[config.mk]
export PLATFORM = sky130hd
export DESIGN_NAME = div_module
export DESIGN_NICKNAME = d
export VERILOG_FILES = /design/src/rtl/multdiv_pkg.sv /design/src/rtl/div_step.sv /design/src/rtl/div_module.sv
export SDC_FILE = /design/constraint.sdc
export NUM_CORES = 1
export LEC_CHECK = 0
export CAP_MARGIN = 40
export CORE_UTILIZATION = 30
export CTS_BUF_LIST = sky130_fd_sc_hd__clkbuf_8
export CTS_CLUSTER_DIAMETER = 120
export DETAILED_ROUTE_END_ITERATION = 12
export PLACE_DENSITY = 0.52
export SYNTH_ARGS = -nofsm -noshare
export SYNTH_HDL_FRONTEND = slang
export SYNTH_SLANG_ARGS = --single-unit
[constraint.sdc]
create_clock -name clock -period 3.5 [get_ports clock]
set_input_delay 0.875 -clock clock [delete_from_list [all_inputs] [get_ports clock]]
set_output_delay 0.875 -clock clock [all_outputs]
set_load 0.02 [all_outputs]
[src/rtl/multdiv_pkg.sv]
// Shared definitions for the multdiv block (mult_module and div_module).
//   DIVIDEND_W / DIVISOR_W : default operand widths for the divider
//   RDY_ON / RDY_OFF       : handshake levels shared by inputRDY/resultRDY
//   div_state_t            : divider FSM states
package multdiv_pkg;
  localparam int   DIVIDEND_W = 32;
  localparam int   DIVISOR_W  = 16;

  localparam logic RDY_ON  = 1'b1;
  localparam logic RDY_OFF = 1'b0;

  typedef enum logic [1:0] {IDLE, ITER, FIX, DONE} div_state_t;
endpackage

[src/rtl/div_step.sv]
// One restoring shift-subtract step (combinational).
//   rem      : partial remainder (DIVISOR_W+1 bits)
//   quo      : dividend/quotient shift register
//   divisor  : divisor magnitude (DIVISOR_W+1 bits)
//   rem_next : remainder after shifting in quo's MSB and conditional subtract
//   quo_next : quo shifted left with the new quotient bit in bit 0
module div_step #(
  parameter int DIVIDEND_W = 32,
  parameter int DIVISOR_W  = 16
) (
  input  logic [DIVISOR_W:0]    rem,
  input  logic [DIVIDEND_W-1:0] quo,
  input  logic [DIVISOR_W:0]    divisor,
  output logic [DIVISOR_W:0]    rem_next,
  output logic [DIVIDEND_W-1:0] quo_next
);
  localparam int REM_W = DIVISOR_W + 1;

  // One extra bit so the shifted value and the difference cannot wrap.
  logic [REM_W:0] shifted;
  logic [REM_W:0] diff;
  logic           ge;

  assign shifted  = {rem, quo[DIVIDEND_W-1]};
  assign diff     = shifted - {1'b0, divisor};
  assign ge       = shifted >= {1'b0, divisor};
  assign rem_next = REM_W'(ge ? diff : shifted);
  assign quo_next = {quo[DIVIDEND_W-2:0], ge};
endmodule

[src/rtl/div_module.sv]
// Sequential signed divider, one quotient bit per clock.
//   clock          : clock, all state on posedge
//   reset_n        : synchronous active-low reset (aborts any division)
//   data_operandA  : dividend, two's complement
//   data_operandB  : divisor, two's complement
//   ctrl_DIV       : start; only honoured while data_inputRDY=1
//   data_result    : quotient truncated toward zero (held until next result)
//   data_exception : divide-by-zero or -2^(W-1)/-1 overflow
//   data_inputRDY  : idle, will accept ctrl_DIV this cycle
//   data_resultRDY : one-cycle pulse, data_result/data_exception valid
module div_module #(
  parameter int DIVIDEND_W = multdiv_pkg::DIVIDEND_W,
  parameter int DIVISOR_W  = multdiv_pkg::DIVISOR_W
) (
  input  logic                  clock,
  input  logic                  reset_n,
  input  logic [DIVIDEND_W-1:0] data_operandA,
  input  logic [DIVISOR_W-1:0]  data_operandB,
  input  logic                  ctrl_DIV,
  output logic [DIVIDEND_W-1:0] data_result,
  output logic                  data_exception,
  output logic                  data_inputRDY,
  output logic                  data_resultRDY
);
  import multdiv_pkg::*;

  localparam int REM_W = DIVISOR_W + 1;
  localparam int CNT_W = $clog2(DIVIDEND_W + 1);

  div_state_t            state, state_nxt;
  logic [CNT_W-1:0]      count;
  logic                  sign;
  logic [REM_W-1:0]      rem, dvsr, rem_next;
  logic [DIVIDEND_W-1:0] quo, quo_next;

  logic [DIVIDEND_W-1:0] a_mag;
  logic [REM_W-1:0]      b_ext, b_mag;
  logic                  accept, div_zero, div_ovf, last_iter;

  assign accept    = (state == IDLE) && ctrl_DIV;
  // |A| fits unsigned even for the most negative dividend.
  assign a_mag     = data_operandA[DIVIDEND_W-1] ? -data_operandA : data_operandA;
  // Divisor sign-extended by one bit so |-2^(DW-1)| is representable.
  assign b_ext     = {data_operandB[DIVISOR_W-1], data_operandB};
  assign b_mag     = b_ext[REM_W-1] ? -b_ext : b_ext;
  assign div_zero  = (data_operandB == '0);
  assign div_ovf   = (data_operandA == {1'b1, {(DIVIDEND_W-1){1'b0}}}) && (data_operandB == '1);
  assign last_iter = (count == CNT_W'(DIVIDEND_W - 1));

  div_step #(.DIVIDEND_W(DIVIDEND_W), .DIVISOR_W(DIVISOR_W)) u_step (
    .rem      (rem),
    .quo      (quo),
    .divisor  (dvsr),
    .rem_next (rem_next),
    .quo_next (quo_next)
  );

  // State register
  always_ff @(posedge clock) begin
    if (!reset_n) state <= IDLE;
    else          state <= state_nxt;
  end

  // Next-state logic
  always_comb begin
    state_nxt = state;
    case (state)
      IDLE: if (ctrl_DIV) state_nxt = (div_zero || div_ovf) ? DONE : ITER;
      ITER: if (last_iter) state_nxt = FIX;
      FIX:  state_nxt = DONE;
      DONE: state_nxt = IDLE;
      default: state_nxt = IDLE;
    endcase
  end

  // Outputs decoded from state
  always_comb begin
    data_inputRDY  = (state == IDLE) ? RDY_ON : RDY_OFF;
    data_resultRDY = (state == DONE) ? RDY_ON : RDY_OFF;
  end

  // Datapath
  always_ff @(posedge clock) begin
    if (!reset_n) begin
      count          <= '0;
      sign           <= 1'b0;
      rem            <= '0;
      dvsr           <= '0;
      quo            <= '0;
      data_result    <= '0;
      data_exception <= 1'b0;
    end else begin
      case (state)
        IDLE: if (accept) begin
          count <= '0;
          sign  <= data_operandA[DIVIDEND_W-1] ^ data_operandB[DIVISOR_W-1];
          rem   <= '0;
          quo   <= a_mag;
          dvsr  <= b_mag;
          // Exceptions complete straight away; normal results land in FIX.
          if (div_zero || div_ovf) begin
            data_result    <= '0;
            data_exception <= 1'b1;
          end
        end
        ITER: begin
          rem   <= rem_next;
          quo   <= quo_next;
          count <= count + 1'b1;
        end
        FIX: begin
          data_result    <= sign ? -quo : quo;
          data_exception <= 1'b0;
        end
        default: ;
      endcase
    end
  end
endmodule

==> summary.txt, run 1 <==
Setup clock skew after layout: 18.2 ps
Post-synthesis instance area: 7040 µm²
Number of global-route vias before repair: 6,212
Tcrit/Tclk final: 84.6%
Setup Fix Bufs, Post-CTS: 0
Classification of the worst setup path: input port to register
Syn_nets: 972
Avg Synthesized Cell Area: 7.88 µm²
Main combinational cell family by area after synthesis: compound AO/OA/AOI/OAI gates
Endpoint arrival time on the critical path: 3290 ps
Transition time at the pin with the least slew margin: 816 ps
Commonest cells in the netlist: sky130_fd_sc_hd__nand2_1 (127), sky130_fd_sc_hd__dfxtp_1 (108), sky130_fd_sc_hd__xor2_1 (57)
Insertion delay to the later sink of the worst-skew pair: 400 ps
Pin count of the biggest net entering global routing: 32
CTS tree: built
Total number of placement rows: 55
Count of hold-fix buffers inserted at cts: 0
Overall routed net length: 20,700 µm
Synthesized-area fraction occupied by ao, oa, aoi and oai cells: 26.1%
Post-route worst hold slack: 453 ps
Detailed route wirelength on metal3: 883 µm
Peak VDD IR: 344 µV
Clock tree root driver cell: sky130_fd_sc_hd__clkbuf_8
Final setup violation count: 0
Overflow left after global routing: 0
Initial antenna violation count: 0
Die Height: 155 µm
Die width: 155 µm
Global-route wire length before repair: 34,000 µm
Tmin final: 2960 ps
Proportion of netlist area held by the largest area contributor: 30.7%
Top flip-flop cell by instance count after synthesis: sky130_fd_sc_hd__dfxtp_1
Number of cells produced by synthesis: 894
Number of warning messages in the yosys log: 0
Wire length on met2: 8500 µm
Power density over cell area: 813 nW/µm²
Mux cell area share after synthesis: 1.87%
Clock Sinks: 108
Unrepaired setup endpoints after global routing: false
Clock buffer count from CTS: 9
I/O pin count: 86
Required time of the worst setup path: 3830 ps
Core region area: 22,800 µm²
Class of the tightest hold or removal check: register to register
Total of cells resized after clock tree synthesis: 0
H-tree levels: 3
Routed length on met1: 11,100 µm
Total negative slack for setup checks: 0 ps
Overall track demand over capacity in global routing: 17.8%
P&R area growth vs syn: 21.2%
Synth unique cells: 70
Register area share after synthesis: 30.7%
Number of buffer cells added on primary ports: 85
Maximum clock insertion buffer count: 2
Sum of net half-perimeters after detailed placement: 15,800 µm
Crit. End Element: register
Top layer in use: met4
Xor/xnor cell area share of the yosys netlist: 10.1%
Clock-pin transition on the worst setup and hold timing paths: 100 ps
Maximum fanout encountered on the critical timing path: 25
Average wire length per cell after detail routing: 16.1 µm
Final nets: 1,049
Biggest area contributors in the synthesized netlist: sky130_fd_sc_hd__dfxtp_1 (31%), sky130_fd_sc_hd__xor2_1 (7.1%), sky130_fd_sc_hd__nand2_1 (6.8%)
Outcome: finished clean
Post-route antenna net violation count: 0
Setup crit start kind: input port
Cell type contributing the most total cell area after synthesis: sky130_fd_sc_hd__dfxtp_1
Headroom to the max-slew limit: 45.2%
EDFF count, synth: 0
Length of the first detailed-routing pass in iterations: 10
Share of cells above drive strength 1: 7.38%
Lkg Pwr: 0.00311 µW
Routability congestion estimate: 0.837
Count of final max-slew check failures: 0
Count of vias placed by the detailed router: 6,650
Simple-Gate Fraction of Synth Area: 21.1%
Initial Util: 30.8%
Final hold violation count: 0
Post-synthesis sequential element count: 108
Leading cell type by number of instances after synthesis: sky130_fd_sc_hd__nand2_1
Max-Cap Viols: 0
Number of DRC markers in iteration 0: 551
Max Clock Freq: 338 MHz
Routed vias/inst: 5.16
Remaining DRCs: 0
Ys async rst share: 0%
Antenna cell count: 0
Floorplan die area: 24,100 µm²
Post-synthesis adder-cell area fraction: 4.90%
==> through the flow <==
step           util (%)  area [µm²]  setup slack, ps  cells  total power [µW]
2_1_floorplan         -        7040              747    894              4880
3_3_place_gp       36.5        8340              151   1273              6140
3_5_place_dp       36.5        8340             94.8   1273              6140
4_1_cts            37.3        8530              523   1289              6950
5_1_grt            37.3        8530              328   1289              7550
6_report           37.3        8530              538   1289              6940
==> layer usage <==
metal / track usage, % / vias to the layer above
met5: 0 / -
met1: 27.4 / 3081
li1: - / 3401
met2: 25.2 / 152
met3: 2.40 / 16
met4: 5.18 / 0
==> flip-flops by register name, summed over array words and instances (netlist names) <==
| register | count |
|---|---|
| dvsr | 17 |
| sign | 1 |
| quo | 32 |
| rem | 17 |
| count | 6 |
| data_result | 32 |
| state | 2 |
| data_exception | 1 |
==> path summary, 6_finish.rpt <==
check	startpoint	to	slack, ps	cells past startpoint
worst max-delay path	data_operandA[24]	data_result[30]	540	7
worst min-delay path	data_result[5]	data_result[5]	450	2
worst max register to register	quo[31]	rem[13]	850	10
worst min register to register	data_result[5]	data_result[5]	450	2
==> final cells by class <==
class	instances	area, µm²
clock inverters	7	67.6
repair buffers	122	1130
inverters	36	135
multi-input cells	694	4520
clock buffers	9	124
well taps	313	392
fillers	2437	14300
flip-flops and latches	108	2160
==> worst max-delay path, stage by stage <==
cell                              delay, ps
sky130_fd_sc_hd__clkdlybuf4s50_1        410
sky130_fd_sc_hd__or4_1                  590
sky130_fd_sc_hd__or4b_1                 580
sky130_fd_sc_hd__nor2_1                 160
sky130_fd_sc_hd__a21o_4                 180
sky130_fd_sc_hd__nand3_4                260
sky130_fd_sc_hd__o21ai_1                230
==> report_power, final <==
group | total [µW] | internal [µW] | leakage [µW] | switching, µW
clock | 797 | 331 | 0.000103 | 466
combinational | 4250 | 1680 | 0.00212 | 2570
sequential | 1890 | 1510 | 0.000880 | 375
==> layout by cell type (no fill, tap or decap), drive strengths merged, types with 24 or more instances in the layout <==
cell / n
inv: 39
nand2: 128
o211ai: 27
a21oi: 50
nor2: 54
xor2: 57
o21ai: 81
dfxtp: 108
buf: 37
clkdlybuf4s50: 85
xnor2: 24
ha: 26
==> logic make-up (layout without fill, tap and decap cells) <==
logic type | after synthesis | in the layout
AOI/OAI and AO/OA | 275 | 275
xor gates and xnor gates | 81 | 81
adders and majority gates | 27 | 27
buffers and inverters | 92 | 174
DFF | 108 | 108
muxes | 13 | 13
and+or+nand+nor | 298 | 298
Power figures use the tool's default switching activity.
==> inputs of run 2 (changes only) <==
--- a/config.mk
+++ b/config.mk
@@ -10,7 +10,7 @@
 export CTS_BUF_LIST = sky130_fd_sc_hd__clkbuf_8
 export CTS_CLUSTER_DIAMETER = 120
 export DETAILED_ROUTE_END_ITERATION = 12
-export PLACE_DENSITY = 0.52
+export PLACE_DENSITY = 0.54
 export SYNTH_ARGS = -nofsm -noshare
 export SYNTH_HDL_FRONTEND = slang
 export SYNTH_SLANG_ARGS = --single-unit
==> constraint.sdc (replaced) <==
create_clock -name clock -period 2.6 [get_ports clock]
set_input_delay 0.65 -clock clock [delete_from_list [all_inputs] [get_ports clock]]
set_output_delay 0.65 -clock clock [all_outputs]
set_load 0.02 [all_outputs]
==> summary.txt, run 2 (synthesis results as in run 1) <==
Average wire length per cell after detail routing: 15.2 µm
Pin count of the biggest net entering global routing: 32
Hold Path Stages: 2
Max-Cap Viols: 0
Sum of net half-perimeters after detailed placement: 16,300 µm
Clock Sinks: 108
Number of DRC markers in iteration 0: 376
Maximum clock insertion buffer count: 2
Outcome: finished clean
Biggest registers after layout: data_result: 32 flops, quo: 32 flops
Setup clock skew after layout: 15.7 ps
Initial antenna violation count: 0
Final hold violation count: 0
Endpoint, Worst Hold: data_result[5]
Overflow left after global routing: 0
Classification of the worst setup path: input port to register
CTS tree: built
Overall power: 9730 µW
Final nets: 1,130
Final setup violation count: 0
Overall routed net length: 20,800 µm
Length of the first detailed-routing pass in iterations: 5
Clock-pin transition on the worst setup and hold timing paths: 110 ps
Number of global-route vias before repair: 6,637
Total number of placement rows: 55
Max Clock Freq: 397 MHz
Tcrit/Tclk final: 97.0%
H-tree levels: 3
Count of vias placed by the detailed router: 6,935
Insertion delay to the later sink of the worst-skew pair: 400 ps
Part of the power in registers: 25.8%
Peak VDD IR: 762 µV
Transition time at the pin with the least slew margin: 730 ps
Endpoint arrival time on the critical path: 2830 ps
Leading cell type in the layout, fill and taps excluded: sky130_fd_sc_hd__nand2_1
Remaining DRCs: 0
FILL cells: 2,418
I/O pin count: 86
Global-route wire length before repair: 34,300 µm
Core region area: 22,800 µm²
PnR worst setup slack: 78.7 ps
Detailed route wirelength on metal3: 755 µm
Routed length on met1: 10,900 µm
Initial Util: 30.8%
Routability congestion estimate: 0.810
Wire length on met2: 8790 µm
Core Util, Final: 40.6%
Slack of the worst reg-to-reg path: 150 ps
Tmin final: 2520 ps
Antenna cell count: 0
Post-route antenna net violation count: 0
Commonest cells after routing, fill and taps aside: sky130_fd_sc_hd__nand2_1 (127), sky130_fd_sc_hd__buf_4 (113), sky130_fd_sc_hd__dfxtp_1 (108)
Setup crit start kind: input port
Die Height: 155 µm
Endpoint of the worst register-to-register path: rem[0]
Die width: 155 µm
Required time of the worst setup path: 2910 ps
Class of the tightest hold or removal check: register to register
Post-Place Worst Slack: -450 ps
Switching power share of the total: 48.3%
Top layer in use: met4
Crit. End Element: register
Power Internal: 5030 µW
Power density over cell area: 1050 nW/µm²
Comb power frac: 64.0%
Headroom to the max-slew limit: 51.0%
Hold path start: data_result[5]
Launch instance of the worst register-to-register path: dvsr[7]
Maximum fanout encountered on the critical timing path: 3
Total net switching power: 4710 µW
Clock buffer count from CTS: 9
Count of cells along the worst register-to-register path: 10
P&R area growth vs syn: 31.6%
Clock tree root driver cell: sky130_fd_sc_hd__clkbuf_8
Floorplan die area: 24,100 µm²
Lkg Pwr: 0.00353 µW
Unrepaired setup endpoints after global routing: true
Count of final max-slew check failures: 0
Routed vias/inst: 5.06
Number of buffer cells added on primary ports: 85
Share of cells above drive strength 1: 16.2%
Overall track demand over capacity in global routing: 17.6%
Power share of the clock group: 10.1%
## run 2: changes by cell type in the layout (fill, tap and decap cells not counted), moves of 3 or more
cell and delta:
sky130_fd_sc_hd__or4_1 -3, sky130_fd_sc_hd__or4_4 +3, sky130_fd_sc_hd__buf_4 +76, sky130_fd_sc_hd__a21oi_1 -4, sky130_fd_sc_hd__buf_12 +5, sky130_fd_sc_hd__a21oi_2 +4
## run 2: power groups by stage
stage	logic (µW)	registers, µW	clock network (µW)
6_report	6230	2510	986
5_1_grt	6890	2570	1090
4_1_cts	6180	2500	1020
3_5_place_dp	6150	2540	0
3_3_place_gp	6140	2530	0
2_1_floorplan	4170	2390	0
## run 2: routing by layer
metal | vias to the layer above | track usage (%)
li1 | 3578 | -
met1 | 3212 | 26.4
met2 | 131 | 26.2
met3 | 14 | 1.87
met4 | 0 | 5.60
met5 | - | 0
## run 2: worst max-delay path, stage by stage
cell and delay (ps):
sky130_fd_sc_hd__clkdlybuf4s50_1 420, sky130_fd_sc_hd__or4_4 540, sky130_fd_sc_hd__or4b_4 530, sky130_fd_sc_hd__nor2_2 140, sky130_fd_sc_hd__a21o_4 160, sky130_fd_sc_hd__buf_4 120
sky130_fd_sc_hd__a21oi_1 50, sky130_fd_sc_hd__a311oi_1 220
## run 2: through the flow
step                      setup TNS, ps  hold WS (ps)  instance area [µm²]  std cells
after floorplan                       0           428                 7040        894
after global placement           -17000           436                 9010       1354
after detailed placement         -19380           444                 9010       1354
after CTS                             0           458                 9190       1370
after global routing              -98.2           479                 9270       1370
final                                 0           455                 9270       1370
## run 2: area by class of cell
class	instances	area, µm²	area share (%)
Clock buffer	9	124	1.34
Clock inverter	7	51.3	0.554
Inverter	36	135	1.46
Multi-Input combinational cell	694	4600	49.7
Sequential cell	108	2160	23.3
Tap cell	313	392	4.23
Timing Repair Buffer	203	1800	19.4
## run 2: how the worst max path moves through the flow
stage | start | to | slack [ps] | depth (start not counted)
finish | data_operandA[24] | data_exception | 80 | 8
CTS | data_operandA[13] | quo[26] | 8 | 8
floorplan | data_operandA[24] | data_result[10] | 70 | 7
detailed placement | data_operandA[13] | data_exception | -450 | 8
global placement | data_operandA[24] | data_result[5] | -380 | 8
global route | data_operandA[6] | quo[29] | -60 | 8
## run 2: timing repair
action,4_1_cts,5_1_grt
resized for setup,2,18
hold buffers,0,0
hold endpoints to repair,0,0
pin swaps,0,3
setup buffers,0,0
setup endpoints to repair,26,61
==> inputs of run 3 (changes only) <==
--- a/config.mk
+++ b/config.mk
@@ -6,6 +6,7 @@
 export NUM_CORES = 1
 export LEC_CHECK = 0
 export CAP_MARGIN = 40
+export CORE_MARGIN = 1.5
 export CORE_UTILIZATION = 30
 export CTS_BUF_LIST = sky130_fd_sc_hd__clkbuf_8
 export CTS_CLUSTER_DIAMETER = 120
==> summary.txt, run 3 (synthesis results as in run 1) <==
Critical path capture point: data_result[24]
Initial Util: 30.8%
Overall track demand over capacity in global routing: 17.8%
Max Clock Freq: 401 MHz
Global-route wire length before repair: 34,700 µm
Critical path cell sequence: clkdlybuf4s50_1, ha_1, nand4_1, or4_1, nor3b_4, a221oi_4, clkbuf_16, nand2_1, o21ai_2
Power Internal: 5440 µW
Number of global-route vias before repair: 6,531
Slowest cell delay on critical path: 680 ps
Tmin final: 2500 ps
Slack of the worst reg-to-reg path: 130 ps
Count of hold-fix buffers inserted at cts: 0
Final setup violation count: 0
Core region area: 22,800 µm²
Length of the first detailed-routing pass in iterations: 7
Leading cell type in the layout, fill and taps excluded: sky130_fd_sc_hd__nand2_1
I/O pin count: 86
Total number of placement rows: 55
Biggest registers after layout: data_result: 32 flops, quo: 32 flops
Count of vias placed by the detailed router: 6,994
Count of final max-slew check failures: 0
Total net switching power: 4780 µW
Remaining DRCs: 0
Share of cells above drive strength 1: 15.8%
Final hold violation count: 0
CTS tree: built
Overall routed net length: 21,500 µm
Outcome: finished clean
Required time of the worst setup path: 2890 ps
Clock Sinks: 108
Die width: 156 µm
Post-route antenna net violation count: 0
Transition time at the pin with the least slew margin: 629 ps
Number of buffer cells added on primary ports: 85
Comb power frac: 62.9%
Overflow left after global routing: 0
Average wire length per cell after detail routing: 15.7 µm
Max-Cap Viols: 0
Routed vias/inst: 5.11
Peak VDD IR: 670 µV
H-tree levels: 3
Power density over cell area: 1090 nW/µm²
Setup Fix Bufs, Post-CTS: 0
Headroom to the max-slew limit: 57.8%
Initial antenna violation count: 0
Number of DRC markers in iteration 0: 533
Maximum clock insertion buffer count: 2
Worst setup startpoint: data_operandB[0]
Instance area at placement: 8970 µm²
Commonest cells after routing, fill and taps aside: sky130_fd_sc_hd__nand2_1 (127), sky130_fd_sc_hd__buf_4 (110), sky130_fd_sc_hd__dfxtp_1 (108)
Endpoint of the worst register-to-register path: rem[0]
Power share of the clock group: 12.3%
Endpoint arrival time on the critical path: 2790 ps
Setup clock skew after layout: 16.4 ps
Maximum fanout encountered on the critical timing path: 7
Die Height: 156 µm
Classification of the worst setup path: input port to register
Switching power share of the total: 46.8%
Setup crit start kind: input port
Clock buffer count from CTS: 9
Clock-pin transition on the worst setup and hold timing paths: 90 ps
Unrepaired setup endpoints after global routing: false
Sum of net half-perimeters after detailed placement: 16,300 µm
Crit. End Element: register
Launch instance of the worst register-to-register path: dvsr[9]
Tcrit/Tclk final: 96.0%
Floorplan die area: 24,400 µm²
Part of the power in registers: 24.8%
Routability congestion estimate: 0.823
Final nets: 1,130
Pin count of the biggest net entering global routing: 32
P&R area growth vs syn: 33.2%
Placed cell count: 1,350
Slowest cell on crit path: sky130_fd_sc_hd__or4_1
Class of the tightest hold or removal check: register to register
Count of cells along the worst register-to-register path: 9
Antenna cell count: 0
Overall power: 10,200 µW
Clock tree root driver cell: sky130_fd_sc_hd__clkbuf_8
Final Non-Filler Cells: 1,369
Lkg Pwr: 0.00361 µW
Design Area, Final: 9380 µm²
Insertion delay to the later sink of the worst-skew pair: 400 ps
## run 3: cell types whose count changed in the layout (fill, tap and decap cells not counted), sizes merged
cell           delta
buf               -3
bufinv            +3
clkbuf            +2
clkdlybuf4s50     -5
clkinv            -3
clkinvlp          -1
dlymetal6s2s      +5
inv               -1
nand3             +2
## run 3: power groups by stage
stage	combinational [µW]	sequential [µW]	clock, µW
2_1_floorplan	4170	2390	0
5_1_grt	7100	2590	1340
3_3_place_gp	6210	2550	0
4_1_cts	6300	2520	1280
6_report	6430	2530	1260
3_5_place_dp	6240	2560	0
## run 3: what timing repair did
action | 4_1_cts | 5_1_grt
gates resized for setup | 2 | 28
cloned | 1 | 3
setup endpoints to repair | 25 | 61
pin swaps | 0 | 12
## run 3: how the worst min path moves through the flow
stage                          startpoint         endpoint  cells after the start
after floorplan                  dvsr[16]         dvsr[16]                      2
after global placement    data_result[25]  data_result[25]                      2
after detailed placement  data_result[19]  data_result[19]                      2
after CTS                 data_result[19]  data_result[19]                      2
after global routing      data_result[20]  data_result[20]                      2
final                     data_result[19]  data_result[19]                      2
## run 3: cell type report
| cell class | instances | area [µm²] |
|---|---|---|
| fill | 2357 | 13500 |
| multi-input combinational | 696 | 4660 |
| sequential | 108 | 2160 |
| timing repair buffer | 201 | 1800 |
| tap | 313 | 392 |
| clock buffer | 10 | 138 |
| inverter | 36 | 135 |
| clock inverter | 5 | 101 |
## run 3: critical path, delay by kind of cell
family                   cells  cell delay (ps)
adder cells (fa/ha/maj)      1              150
buffers and inverters        2              680
AND/OR/NAND/NOR              4             1120
AO/OA/AOI/OAI                2              190
## run 3: metal layers
metal	track usage, %	part of all wire (%)
met1	26.6	52
met2	26.5	42
met3	1.81	3.9
met4	5.49	1.5
met5	0	0
## run 3: per-stage QoR
| step | util [%] | setup slack (ps) | setup TNS, ps | hold WS, ps |
|---|---|---|---|---|
| final | 41.1 | 104 | 0 | 449 |
| after global routing | 41.1 | 6.32 | 0 | 465 |
| after CTS | 40.4 | 4.99 | 0 | 455 |
| after detailed placement | 39.3 | -469 | -19550 | 442 |
| after global placement | 39.3 | -429 | -18490 | 437 |
| after floorplan | - | 71.7 | 0 | 428 |
